==> src/rtl/data_mmu.sv <==
// data_mmu: pipelined data-side address translator (direct mode, DMW windows,
// optional fully-associative 4 KiB TLB). Result is registered one cycle after
// acceptance. Optional feature macro: DMMU_TLB_EN (builds the TLB).
module data_mmu #(
    parameter int DMW_NUM     = 2,
    parameter int TLB_ENTRIES = 8,
    parameter int IDX_W       = $clog2(TLB_ENTRIES)
) (
    input  logic                   clk,
    input  logic                   rst,
    input  logic                   req_valid,
    output logic                   req_ready,
    input  logic [31:0]            req_addr,
    input  logic                   req_store,
    input  logic [1:0]             plv,
    input  logic [9:0]             asid,
    input  logic [1:0]             translate_mode,
    input  logic [1:0]             direct_d_mat,
    input  logic [DMW_NUM-1:0]     dmw_plv0,
    input  logic [DMW_NUM-1:0]     dmw_plv3,
    input  logic [2*DMW_NUM-1:0]   dmw_mat,
    input  logic [3*DMW_NUM-1:0]   dmw_vseg,
    input  logic [3*DMW_NUM-1:0]   dmw_pseg,
    input  logic                   tlb_we,
    input  logic [IDX_W-1:0]       tlb_idx,
    input  logic [19:0]            tlb_vppn,
    input  logic [19:0]            tlb_ppn,
    input  logic [9:0]             tlb_asid,
    input  logic                   tlb_g,
    input  logic                   tlb_v,
    input  logic                   tlb_d,
    input  logic [1:0]             tlb_plv,
    input  logic [1:0]             tlb_mat,
    input  logic                   tlb_inv_all,
    output logic                   resp_valid,
    input  logic                   resp_ready,
    output logic [31:0]            paddr,
    output logic                   uncache,
    output logic [2:0]             exc
);

    localparam logic [2:0] EXC_NONE = 3'd0;
    localparam logic [2:0] EXC_TLBR = 3'd1;
    localparam logic [2:0] EXC_PIL  = 3'd2;
    localparam logic [2:0] EXC_PIS  = 3'd3;
    localparam logic [2:0] EXC_PPI  = 3'd4;
    localparam logic [2:0] EXC_PME  = 3'd5;

    logic               resp_valid_q, resp_valid_d;
    logic [31:0]        paddr_q, paddr_d;
    logic               uncache_q, uncache_d;
    logic [2:0]         exc_q, exc_d;
    logic               accept_s;
    logic               paged_s;
    logic [DMW_NUM-1:0] win_en_s;
    logic               dmw_hit_s;
    logic [2:0]         dmw_pseg_s;
    logic               dmw_mat0_s;
    logic [31:0]        miss_paddr_s;
    logic               miss_unc_s;
    logic [2:0]         miss_exc_s;
    logic               unused_s;

    assign req_ready = !resp_valid_q || resp_ready;
    assign accept_s  = req_valid && req_ready;
    assign paged_s   = (translate_mode == 2'b10);

    // Window enables by privilege level and lowest-index matching window.
    always_comb begin
        win_en_s   = '0;
        dmw_hit_s  = 1'b0;
        dmw_pseg_s = 3'b000;
        dmw_mat0_s = 1'b0;
        for (int i = 0; i < DMW_NUM; i++) begin
            win_en_s[i] = ((plv == 2'd3) && dmw_plv3[i]) || ((plv == 2'd0) && dmw_plv0[i]);
        end
        for (int i = DMW_NUM - 1; i >= 0; i--) begin
            if (win_en_s[i] && (req_addr[31:29] == dmw_vseg[3*i +: 3])) begin
                dmw_hit_s  = 1'b1;
                dmw_pseg_s = dmw_pseg[3*i +: 3];
                dmw_mat0_s = dmw_mat[2*i];
            end else begin
                dmw_hit_s  = dmw_hit_s;
                dmw_pseg_s = dmw_pseg_s;
                dmw_mat0_s = dmw_mat0_s;
            end
        end
    end

`ifdef DMMU_TLB_EN
    logic [TLB_ENTRIES-1:0] present_q;
    logic [19:0]            vppn_q [TLB_ENTRIES];
    logic [19:0]            ppn_q  [TLB_ENTRIES];
    logic [9:0]             asid_q [TLB_ENTRIES];
    logic [1:0]             plv_q  [TLB_ENTRIES];
    logic [TLB_ENTRIES-1:0] g_q, v_q, d_q, mat0_q;
    logic                   tlb_hit_s;
    logic [IDX_W-1:0]       tlb_sel_s;

    // Present bits: invalidate-all clears every entry, a same-cycle write wins for its entry.
    always_ff @(posedge clk) begin
        if (rst) begin
            present_q <= '0;
        end else begin
            if (tlb_inv_all) begin
                present_q <= '0;
            end
            if (tlb_we) begin
                present_q[tlb_idx] <= 1'b1;
            end
        end
    end

    // Entry payload storage; only meaningful while the entry is present.
    always_ff @(posedge clk) begin
        if (tlb_we) begin
            vppn_q[tlb_idx] <= tlb_vppn;
            ppn_q[tlb_idx]  <= tlb_ppn;
            asid_q[tlb_idx] <= tlb_asid;
            plv_q[tlb_idx]  <= tlb_plv;
            g_q[tlb_idx]    <= tlb_g;
            v_q[tlb_idx]    <= tlb_v;
            d_q[tlb_idx]    <= tlb_d;
            mat0_q[tlb_idx] <= tlb_mat[0];
        end
    end

    // Fully-associative match; scanning downwards leaves the lowest hitting index selected.
    always_comb begin
        tlb_hit_s = 1'b0;
        tlb_sel_s = '0;
        for (int i = TLB_ENTRIES - 1; i >= 0; i--) begin
            if (present_q[i] && (vppn_q[i] == req_addr[31:12]) && (g_q[i] || (asid_q[i] == asid))) begin
                tlb_hit_s = 1'b1;
                tlb_sel_s = IDX_W'(i);
            end else begin
                tlb_hit_s = tlb_hit_s;
                tlb_sel_s = tlb_sel_s;
            end
        end
    end

    // TLB result and fault priority for a paged-mode window miss.
    always_comb begin
        miss_paddr_s = req_addr;
        miss_unc_s   = 1'b0;
        miss_exc_s   = EXC_NONE;
        if (!tlb_hit_s) begin
            miss_exc_s = EXC_TLBR;
        end else if (!v_q[tlb_sel_s]) begin
            miss_exc_s = req_store ? EXC_PIS : EXC_PIL;
        end else if (plv > plv_q[tlb_sel_s]) begin
            miss_exc_s = EXC_PPI;
        end else if (req_store && !d_q[tlb_sel_s]) begin
            miss_exc_s = EXC_PME;
        end else begin
            miss_paddr_s = {ppn_q[tlb_sel_s], req_addr[11:0]};
            miss_unc_s   = ~mat0_q[tlb_sel_s];
        end
    end

    assign unused_s = ^{dmw_mat, direct_d_mat, tlb_mat[1]};
`else
    // Legacy behaviour: a paged-mode window miss passes the address through untranslated.
    always_comb begin
        miss_paddr_s = req_addr;
        miss_unc_s   = ~direct_d_mat[0];
        miss_exc_s   = EXC_NONE;
    end

    assign unused_s = ^{dmw_mat, asid, tlb_we, tlb_idx, tlb_vppn, tlb_ppn, tlb_asid,
                        tlb_g, tlb_v, tlb_d, tlb_plv, tlb_mat, tlb_inv_all};
`endif

    // Response stage next state: capture on acceptance, drain on consume, otherwise hold.
    always_comb begin
        resp_valid_d = resp_valid_q;
        paddr_d      = paddr_q;
        uncache_d    = uncache_q;
        exc_d        = exc_q;
        if (accept_s) begin
            resp_valid_d = 1'b1;
            if (paged_s && dmw_hit_s) begin
                paddr_d   = {dmw_pseg_s, req_addr[28:0]};
                uncache_d = ~dmw_mat0_s;
                exc_d     = EXC_NONE;
            end else if (paged_s) begin
                paddr_d   = miss_paddr_s;
                uncache_d = miss_unc_s;
                exc_d     = miss_exc_s;
            end else begin
                paddr_d   = req_addr;
                uncache_d = ~direct_d_mat[0];
                exc_d     = EXC_NONE;
            end
        end else if (resp_ready) begin
            resp_valid_d = 1'b0;
        end else begin
            resp_valid_d = resp_valid_q;
        end
    end

    // Response registers with synchronous reset.
    always_ff @(posedge clk) begin
        if (rst) begin
            resp_valid_q <= 1'b0;
            paddr_q      <= 32'h0000_0000;
            uncache_q    <= 1'b0;
            exc_q        <= EXC_NONE;
        end else begin
            resp_valid_q <= resp_valid_d;
            paddr_q      <= paddr_d;
            uncache_q    <= uncache_d;
            exc_q        <= exc_d;
        end
    end

    assign resp_valid = resp_valid_q;
    assign paddr      = paddr_q;
    assign uncache    = uncache_q;
    assign exc        = exc_q;

endmodule

==> config.mk <==
export PLATFORM = sky130hd
export DESIGN_NAME = data_mmu
export DESIGN_NICKNAME = d
export VERILOG_FILES = /design/src/rtl/data_mmu.sv
export SDC_FILE = /design/constraint.sdc
export NUM_CORES = 1
export LEC_CHECK = 0
export CAP_MARGIN = 40
export CORE_AREA = 2 2 78 72
export DETAILED_ROUTE_END_ITERATION = 10
export DIE_AREA = 0 0 80 74
export GPL_TIMING_DRIVEN = 1
export PLACE_DENSITY = 0.84
export SLEW_MARGIN = 20
export SYNTH_ARGS = -nofsm -noshare
export SYNTH_HDL_FRONTEND = slang
export SYNTH_SLANG_ARGS = --single-unit
==> constraint.sdc <==
create_clock -name clk -period 3.4 [get_ports clk]
set_clock_uncertainty 0.2 [all_clocks]
set_input_delay 0.34 -clock clk [delete_from_list [all_inputs] [get_ports clk]]
set_output_delay 0.34 -clock clk [all_outputs]
set_load 0.01 [all_outputs]
==> results of run 1 <==
-- worst max-delay path: cells and delay by family --
kind                   cells  cell delay [ns]
AOI/OAI and AO/OA          2             0.78
buffers and inverters      1             0.45
and+or+nand+nor            2             0.60
-- registers in the layout, indices dropped and copies added (netlist names) --
name / flops
paddr: 32
resp_valid: 1
uncache: 1
-- cell usage in the layout, fill, tap and decap left out, types with 2 or more instances in the layout --
cell | netlist | routed
nor2_1 | 7 | 7
nor3_1 | 5 | 5
xnor2_1 | 3 | 3
xor2_1 | 3 | 3
buf_4 | 3 | 3
inv_1 | 2 | 2
clkdlybuf4s50_1 | 0 | 93
dfxtp_1 | 34 | 34
nand2_1 | 61 | 61
clkbuf_8 | 0 | 6
a21oi_1 | 30 | 30
a211oi_1 | 4 | 4
conb_1 | 1 | 3
and2_4 | 2 | 2
o221a_1 | 3 | 3
-- cell type report --
cell class / instances / area (µm²) / area share (%)
clock buffer: 6 / 82.6 / 3.34
inverter: 2 / 7.51 / 0.303
multi-input combinational: 130 / 652 / 26.3
sequential: 34 / 681 / 27.5
tap: 67 / 83.8 / 3.39
timing repair buffer: 97 / 968 / 39.1
-- through the flow --
stage	util (%)	total power, mW	cell area, µm²	setup slack (ns)	hold WS (ns)
floorplan	-	0.524	1400	1.58	0.260
global placement	46.3	0.652	2380	0.911	0.240
detailed placement	46.3	0.657	2380	0.902	0.246
CTS	48.0	0.949	2460	1.19	0.255
global route	48.2	0.990	2470	1.03	0.273
finish	48.2	0.937	2470	1.20	0.253
-- metal layers --
| metal | up-vias | wire length, µm | part of all wire [%] | track usage (%) |
|---|---|---|---|---|
| li1 | 764 | - | - | - |
| met1 | 656 | 1670 | 39 | 16.0 |
| met2 | 57 | 2140 | 51 | 25.6 |
| met3 | 9 | 334 | 7.9 | 5.83 |
| met4 | 0 | 82 | 1.9 | 4.71 |
| met5 | - | 0 | 0 | 0 |
-- how the worst max path moves through the flow --
| stage | end | cells past startpoint |
|---|---|---|
| final | paddr[31]$_SDFFE_PP0P_ | 5 |
| after global routing | paddr[29]$_SDFFE_PP0P_ | 5 |
| after CTS | paddr[31]$_SDFFE_PP0P_ | 5 |
| after detailed placement | paddr[31]$_SDFFE_PP0P_ | 5 |
| after global placement | paddr[31]$_SDFFE_PP0P_ | 5 |
| after floorplan | paddr[29]$_SDFFE_PP0P_ | 5 |
-- power by group through the flow --
stage | clock (mW) | sequential (mW) | combinational (mW)
after floorplan | 0 | 0.455 | 0.0686
after global placement | 0 | 0.442 | 0.209
after detailed placement | 0 | 0.444 | 0.212
after CTS | 0.300 | 0.435 | 0.213
after global routing | 0.318 | 0.438 | 0.234
final | 0.289 | 0.435 | 0.213
-- cells by family after synthesis --
group	Yosys count
xor+xnor	6
simple gates	78
other cells	1
flops	34
buf+inv	16
compound gates	43
==> impl_metrics.tcl, run 1 <==
set metrics [dict create \
    numCtsBuffers 5 \
    crit_start "resp_ready" \
    hold_violations 0 \
    slew_headroom_pct 51.1 \
    yosys_register_bits 34 \
    routed_wl_um 4230 \
    pwr-share-seq_pct 46.4 \
    ys_async_sr_fraction_pct 0 \
    peakVddDrop_uv 168 \
    critPathMaxFanout 21 \
    start_util_pct 27.2 \
    critPathSlowestCell "a311o_1" \
    syn_inst 178 \
    synth_top_area_cell "dfxtp_1" \
    fmax_mhz 454 \
    maxCapViolCount 0 \
    drc 0 \
    ys_warn_count 0 \
    fill_cells 501 \
    via_per_inst 4.42 \
    r2r_slack_ns 1.43 \
    rsz0062_at_grt "no" \
    synth_most_common_cell "nand2_1" \
    routedWlPerCell_um 12.6 \
    num_rows 25 \
    fin_nets 405 \
    drive_above_1_share_pct 4.83 \
    crit_chain "clkdlybuf4s50_1 > nand2b_1 > nand2_1 > a311o_1 > o221a_1" \
    clkLatencyLatePin_ns 0.27 \
    r2r_cells 4 \
    num_antenna_cells 0 \
    ys_seq_area_share_pct 48.7 \
    setup.worst_path.class "primary input to flop" \
    worstPathArrival_ns 2.17 \
    syn_avg_cell_area_um2 7.84 \
    postCtsHoldBufs 0 \
    worst_setup_path_end_kind "flop" \
    yosys.area.top_type_share_pct 48.7 \
    area_delta_synth_final_pct 77.2 \
    synth_edf_count 0 \
    setup_viol 0 \
    leakage_nw 0.925 \
    synth_fa_ha_area_share_pct 0 \
    cts_root_buf "clkbuf_8" \
    placed_cells 329 \
    postCtsSetupRepairBufs 0 \
    grt_max_degree 22 \
    hpwl_um 3210 \
    ios 173 \
    clkPwrFrac_pct 30.8 \
    tightestPinTransition_ns 0.732 \
    power_density_mw_per_mm2 379 \
    p_sw_mw 0.228 \
    synth_area_leaders "dfxtp_1 49%, nand2_1 16%, a21oi_1 11%" \
    r2r-end "paddr[31]$_SDFFE_PP0P_" \
    instances_no_fill 336 \
    min_period_ns 2.20 \
    die_area_mm2 0.00592 \
    synth_top_family_by_area "simple AND/OR/NAND/NOR gates" \
    clk_pin_slew_ns 0.07 \
    synth_simple_gate_area_share_pct 22.6 \
    synth_area_mm2 0.00140 \
    hold_path_end "paddr[14]$_SDFFE_PP0P_" \
    grt_antenna_before_repair 0 \
    via_count 1486 \
    drt-initial-drc-count 56 \
    chipWidth_um 80 \
    synth-xor-area-share_pct 3.76 \
    cts_sinks 34 \
    tns_ns 0 \
    post_cts.resized_instances 0 \
    overflow 0 \
    firstDrtPassIters 4 \
    combinationalPowerShare_pct 22.8 \
    clock_path_buffers 2 \
    grt_usage_pct 14.5 \
    htree_levels 2 \
    ys.flop_type "dfxtp_1" \
    final_max_slew_viol_count 0 \
    cp-start-kind "primary input" \
    first_global_vias 1472 \
    required_ns 3.37 \
    synth_compound_area_share_pct 19.5 \
    min_from "paddr[14]$_SDFFE_PP0P_" \
    yosys.cell_types.count 23 \
    die_h_um 74 \
    fin_crit_sh_pct 64.7 \
    design.core.area_mm2 0.00513 \
    finalWeightedCongestion 0.714 \
    r2r-start "resp_valid$_SDFFE_PP0P_" \
    min_path_cells 2 \
    hold_class "flop to flop" \
    synthTopCellsByCount "61 x nand2_1, 34 x dfxtp_1, 30 x a21oi_1" \
    slowest_delay_ns 0.52 \
    detail-route-antenna-nets 0 \
    grt_pass1_wl_um 6700 \
    cts_tree "built" \
    synth.mux.area_fraction_pct 0 \
    p_int_mw 0.709 \
    status "complete, no violations" \
    portBuffers 93 \
    swShare_pct 24.4 \
]
(Power assumes the default switching activity.)
==> run 2, diff against run 1 <==
--- a/config.mk
+++ b/config.mk
@@ -6,11 +6,11 @@
 export NUM_CORES = 1
 export LEC_CHECK = 0
 export CAP_MARGIN = 40
-export CORE_AREA = 2 2 78 72
+export CORE_AREA = 2 2 81 75
 export DETAILED_ROUTE_END_ITERATION = 10
-export DIE_AREA = 0 0 80 74
+export DIE_AREA = 0 0 83 77
 export GPL_TIMING_DRIVEN = 1
-export PLACE_DENSITY = 0.84
+export PLACE_DENSITY = 0.79
 export SLEW_MARGIN = 20
 export SYNTH_ARGS = -nofsm -noshare
 export SYNTH_HDL_FRONTEND = slang
==> constraint.sdc (replaced) <==
create_clock -name clk -period 2.1 [get_ports clk]
set_clock_uncertainty 0.2 [all_clocks]
set_input_delay 0.21 -clock clk [delete_from_list [all_inputs] [get_ports clk]]
set_output_delay 0.21 -clock clk [all_outputs]
set_load 0.01 [all_outputs]
==> run 2 against run 1 <==
  * Die area increased by 8.0%
  * Via count up 1.4%
  * First-iteration DRC count grew 1.8%
  * Non-clock buffer count is 8 higher
  * Global-route usage down 1.3 points
  * Core utilization fell by 2.3 points
  * Power is 74% higher
  * Final cell count rose by 3.9%
  * Flip-flop and latch count stayed put
  * Critical endpoint is now paddr[30]$_SDFFE_PP0P_
  * Highest routed layer unchanged
==> impl_metrics.tcl, run 2 (synthesis results as in run 1) <==
set metrics [dict create \
    clk_pin_slew_ns 0.07 \
    worst_setup_path_end_kind "flop" \
    grt_max_degree 18 \
    design.core.area_mm2 0.00556 \
    drc 0 \
    critPathMaxFanout 4 \
    htree_levels 2 \
    post-place-ws_ns -0.0830 \
    ios 173 \
    portBuffers 93 \
    start_util_pct 25.1 \
    chipWidth_um 83 \
    postCtsSetupRepairBufs 0 \
    leakage_nw 0.970 \
    min_period_ns 1.90 \
    hold_violations 0 \
    finalInstanceArea_mm2 0.00255 \
    finalWeightedCongestion 0.749 \
    hpwl_um 3310 \
    fmax_mhz 527 \
    first_global_vias 1467 \
    drt-initial-drc-count 57 \
    num_antenna_cells 0 \
    drive_above_1_share_pct 7.53 \
    grt_antenna_before_repair 0 \
    via_count 1507 \
    postCtsHoldBufs 0 \
    final_util_pct 45.9 \
    routed_wl_um 4140 \
    grt_usage_pct 13.2 \
    die_area_mm2 0.00639 \
    largest_reg_flops 32 \
    clock_path_buffers 2 \
    fin_crit_sh_pct 90.4 \
    post_cts.resized_instances 0 \
    hold_ws_ns 0.253 \
    cts_tree "built" \
    area_delta_synth_final_pct 83.0 \
    fin_ws_ns 0.202 \
    peakVddDrop_uv 440 \
    power_density_mw_per_mm2 638 \
    firstDrtPassIters 4 \
    grt_pass1_wl_um 6790 \
    setup.worst_path.class "primary input to flop" \
    fill_cells 535 \
    cts_root_buf "clkbuf_8" \
    via_per_inst 4.32 \
    worstPathArrival_ns 1.86 \
    status "complete, no violations" \
    cp-start-kind "primary input" \
    die_h_um 77 \
    routedWlPerCell_um 11.9 \
    detail-route-antenna-nets 0 \
    fin_nets 413 \
    hold_class "flop to flop" \
    final_common_cell "clkdlybuf4s50_1" \
    layout_common_cells "93 x clkdlybuf4s50_1, 61 x nand2_1, 34 x dfxtp_1, 30 x a21oi_1, 12 x buf_4" \
    rsz0062_at_grt "no" \
    cts_sinks 34 \
    clkLatencyLatePin_ns 0.27 \
    place_area_mm2 0.00245 \
    overflow 0 \
    numCtsBuffers 5 \
    maxCapViolCount 0 \
    final_max_slew_viol_count 0 \
    required_ns 2.06 \
    num_rows 26 \
    setup_viol 0 \
]
## run 2: cell types whose count changed in the layout (fill, tap and decap cells not counted)
| cell | before | now |
|---|---|---|
| buf_4 | 3 | 12 |
| clkbuf_8 | 6 | 5 |
| bufinv_16 | 0 | 1 |
| buf_8 | 1 | 0 |
| clkbuf_1 | 0 | 2 |
## run 2: per-stage QoR
stage	cells	TNS, ns	power (mW)
global route	349	0	1.73
global placement	341	-0.260	1.07
detailed placement	341	-0.323	1.08
CTS	349	0	1.67
floorplan	180	0	0.848
finish	349	0	1.63
## run 2: worst max-delay path, cell delays in order
cell,delay [ns]
clkdlybuf4s50_1,0.43
and2_4,0.15
a22o_1,0.24
and2_4,0.16
a311o_1,0.41
o221a_1,0.26
## run 2: layout make-up
type / instances / area (µm²) / area share, %
clock buffer: 7 / 76.3 / 2.99
clock inverter: 1 / 30.0 / 1.18
inverter: 2 / 7.51 / 0.294
multi-input combinational: 130 / 652 / 25.5
sequential: 34 / 681 / 26.6
tap: 70 / 87.6 / 3.43
timing repair buffer: 105 / 1020 / 40.0
## run 2: report_power, final
part | total [mW] | switching, mW | internal (mW)
clock network | 0.572 | 0.217 | 0.355
logic | 0.355 | 0.137 | 0.218
registers | 0.704 | 0.0185 | 0.685
## run 2: path summary, 6_finish.rpt
| check | start | endpoint | slack (ns) | depth (start not counted) |
|---|---|---|---|---|
| setup / recovery | plv[1] | paddr[30]$_SDFFE_PP0P_ | 0.20 | 6 |
| hold / removal | paddr[26]$_SDFFE_PP0P_ | paddr[26]$_SDFFE_PP0P_ | 0.25 | 2 |
| setup reg to reg | resp_valid$_SDFFE_PP0P_ | paddr[29]$_SDFFE_PP0P_ | 0.60 | 6 |
| hold reg to reg | paddr[26]$_SDFFE_PP0P_ | paddr[26]$_SDFFE_PP0P_ | 0.25 | 2 |
## run 2: per-layer routing
layer / routed length [µm] / track usage, % / up-vias
met4: 36 / 4.10 / 0
met3: 399 / 6.67 / 4
met5: 0 / 0 / -
met1: 1820 / 14.5 / 663
li1: - / - / 784
met2: 1880 / 22.2 / 56
==> run 3, diff against run 2 <==
--- a/config.mk
+++ b/config.mk
@@ -10,6 +10,7 @@
 export DETAILED_ROUTE_END_ITERATION = 10
 export DIE_AREA = 0 0 83 77
 export GPL_TIMING_DRIVEN = 1
+export MAX_ROUTING_LAYER = met4
 export PLACE_DENSITY = 0.79
 export SLEW_MARGIN = 20
 export SYNTH_ARGS = -nofsm -noshare
==> run 3 against run 2 <==
  * Largest cell class unchanged
  * Worst hold slack hardly changed
  * Final cell count unchanged
  * Combinational power about the same
  * Fmax about the same
  * Design area unchanged
  * Count of clock-buffer cells in the layout stayed put
  * Critical path depth stayed put
==> impl_metrics.tcl, run 3 (synthesis results as in run 1) <==
set metrics [dict create \
    status "complete, no violations" \
    grt_use_met2_pct 22.2 \
    p_sw_mw 0.373 \
    fill_cells 535 \
    post_cts.resized_instances 0 \
    cts_root_buf "clkbuf_8" \
    start_util_pct 25.1 \
    setup.worst_path.class "primary input to flop" \
    firstDrtPassIters 4 \
    crit_family "compound AO/OA/AOI/OAI gates" \
    cp.depth 6 \
    first_global_vias 1468 \
    power_density_mw_per_mm2 639 \
    p_int_mw 1.26 \
    routedWlPerCell_um 11.9 \
    drt-initial-drc-count 59 \
    num_antenna_cells 0 \
    via_per_inst 4.33 \
    maxCapViolCount 0 \
    slowest_delay_ns 0.43 \
    clkPwrFrac_pct 35.1 \
    grt.busiest_layer "met2" \
    grt_antenna_before_repair 0 \
    layout_common_cells "93 x clkdlybuf4s50_1, 61 x nand2_1, 34 x dfxtp_1, 30 x a21oi_1, 12 x buf_4" \
    combinationalPowerShare_pct 21.8 \
    grt_pass1_wl_um 6780 \
    area_delta_synth_final_pct 83.0 \
    fin_crit_sh_pct 90.4 \
    grtUsageMet3_pct 5.27 \
    overflow 0 \
    postCtsSetupRepairBufs 0 \
    required_ns 2.06 \
    finalInstanceArea_mm2 0.00255 \
    fin_nets 413 \
    path_buf_inv 1 \
    cts_sinks 34 \
    worst_setup_path_end_kind "flop" \
    leakage_nw 0.970 \
    peakVddDrop_uv 440 \
    post-place-ws_ns -0.0830 \
    numCtsBuffers 5 \
    chipWidth_um 83 \
    final_util_pct 45.9 \
    ios 173 \
    cpMostUsedCell "and2_4" \
    worstPathArrival_ns 1.86 \
    cts_tree "built" \
    rsz0062_at_grt "no" \
    fin_ws_ns 0.201 \
    drc 0 \
    largest_reg_flops 32 \
    design.core.area_mm2 0.00556 \
    grt_usage_pct 13.6 \
    swShare_pct 22.9 \
    drive_above_1_share_pct 7.53 \
    via_count 1511 \
    place_area_mm2 0.00245 \
    critPathSlowestCell "clkdlybuf4s50_1" \
    critPathMaxFanout 4 \
    die_area_mm2 0.00639 \
    portBuffers 93 \
    setup_viol 0 \
    clk_pin_slew_ns 0.07 \
    hold_violations 0 \
    clkLatencyLatePin_ns 0.27 \
    postCtsHoldBufs 0 \
    cp-start-kind "primary input" \
    routed_wl_um 4150 \
    met1_usage_pct 15.4 \
    total_power_mw 1.63 \
    final_max_slew_viol_count 0 \
    min_period_ns 1.90 \
    clock_path_buffers 2 \
    min_path_cells 2 \
    grt_max_degree 18 \
    final_common_cell "clkdlybuf4s50_1" \
    die_h_um 77 \
    detail-route-antenna-nets 0 \
    num_rows 26 \
    fmax_mhz 527 \
    finalWeightedCongestion 0.758 \
    r2r_cells 6 \
    hpwl_um 3310 \
    crit_chain "clkdlybuf4s50_1 > and2_4 > a22o_1 > and2_4 > a311o_1 > o221a_1" \
    pwr-share-seq_pct 43.1 \
    hold_class "flop to flop" \
    htree_levels 2 \
]
[run 3: cell counts in the layout (fill, tap and decap cells not counted)]
Identical to the previous run, type by type.
[run 3: final cells by class]
cell class              count  area [µm²]  share of cell area, %
repair buffers            105        1020                   40.0
clock buffers               7        76.3                   2.99
flip-flops and latches     34         681                   26.6
well taps                  70        87.6                   3.43
multi-input cells         130         652                   25.5
inverters                   2        7.51                  0.294
clock inverters             1        30.0                   1.18
[run 3: worst paths after layout]
path	start	to	slack [ns]
worst max-delay path	plv[1]	paddr[30]$_SDFFE_PP0P_	0.20
worst min-delay path	paddr[26]$_SDFFE_PP0P_	paddr[26]$_SDFFE_PP0P_	0.25
worst max register to register	resp_valid$_SDFFE_PP0P_	paddr[29]$_SDFFE_PP0P_	0.60
worst min register to register	paddr[26]$_SDFFE_PP0P_	paddr[26]$_SDFFE_PP0P_	0.25
[run 3: per-layer routing]
| metal | wire length (µm) | share of wire (%) |
|---|---|---|
| met1 | 1900 | 46 |
| met2 | 1890 | 45 |
| met3 | 321 | 7.7 |
| met4 | 38 | 0.92 |
| met5 | 0 | 0 |
[run 3: metrics by stage]
| step | TNS, ns | instances | hold WS, ns |
|---|---|---|---|
| after global routing | 0 | 349 | 0.268 |
| after global placement | -0.260 | 341 | 0.241 |
| final | 0 | 349 | 0.253 |
| after floorplan | 0 | 180 | 0.130 |
| after CTS | 0 | 349 | 0.256 |
| after detailed placement | -0.323 | 341 | 0.246 |
[run 3: worst reg2reg max path: stages (launching register included)]
cell	delay, ns
dfxtp_1	0.31
nand2b_1	0.13
nand2_1	0.12
buf_4	0.17
nor3_1	0.22
a211oi_1	0.11
o221a_1	0.12
[run 3: power groups by stage]
stage	logic [mW]	registers, mW	clock network, mW
2_1_floorplan	0.111	0.737	0
3_3_place_gp	0.353	0.717	0
3_5_place_dp	0.358	0.719	0
4_1_cts	0.360	0.704	0.601
5_1_grt	0.386	0.710	0.631
6_report	0.355	0.704	0.573
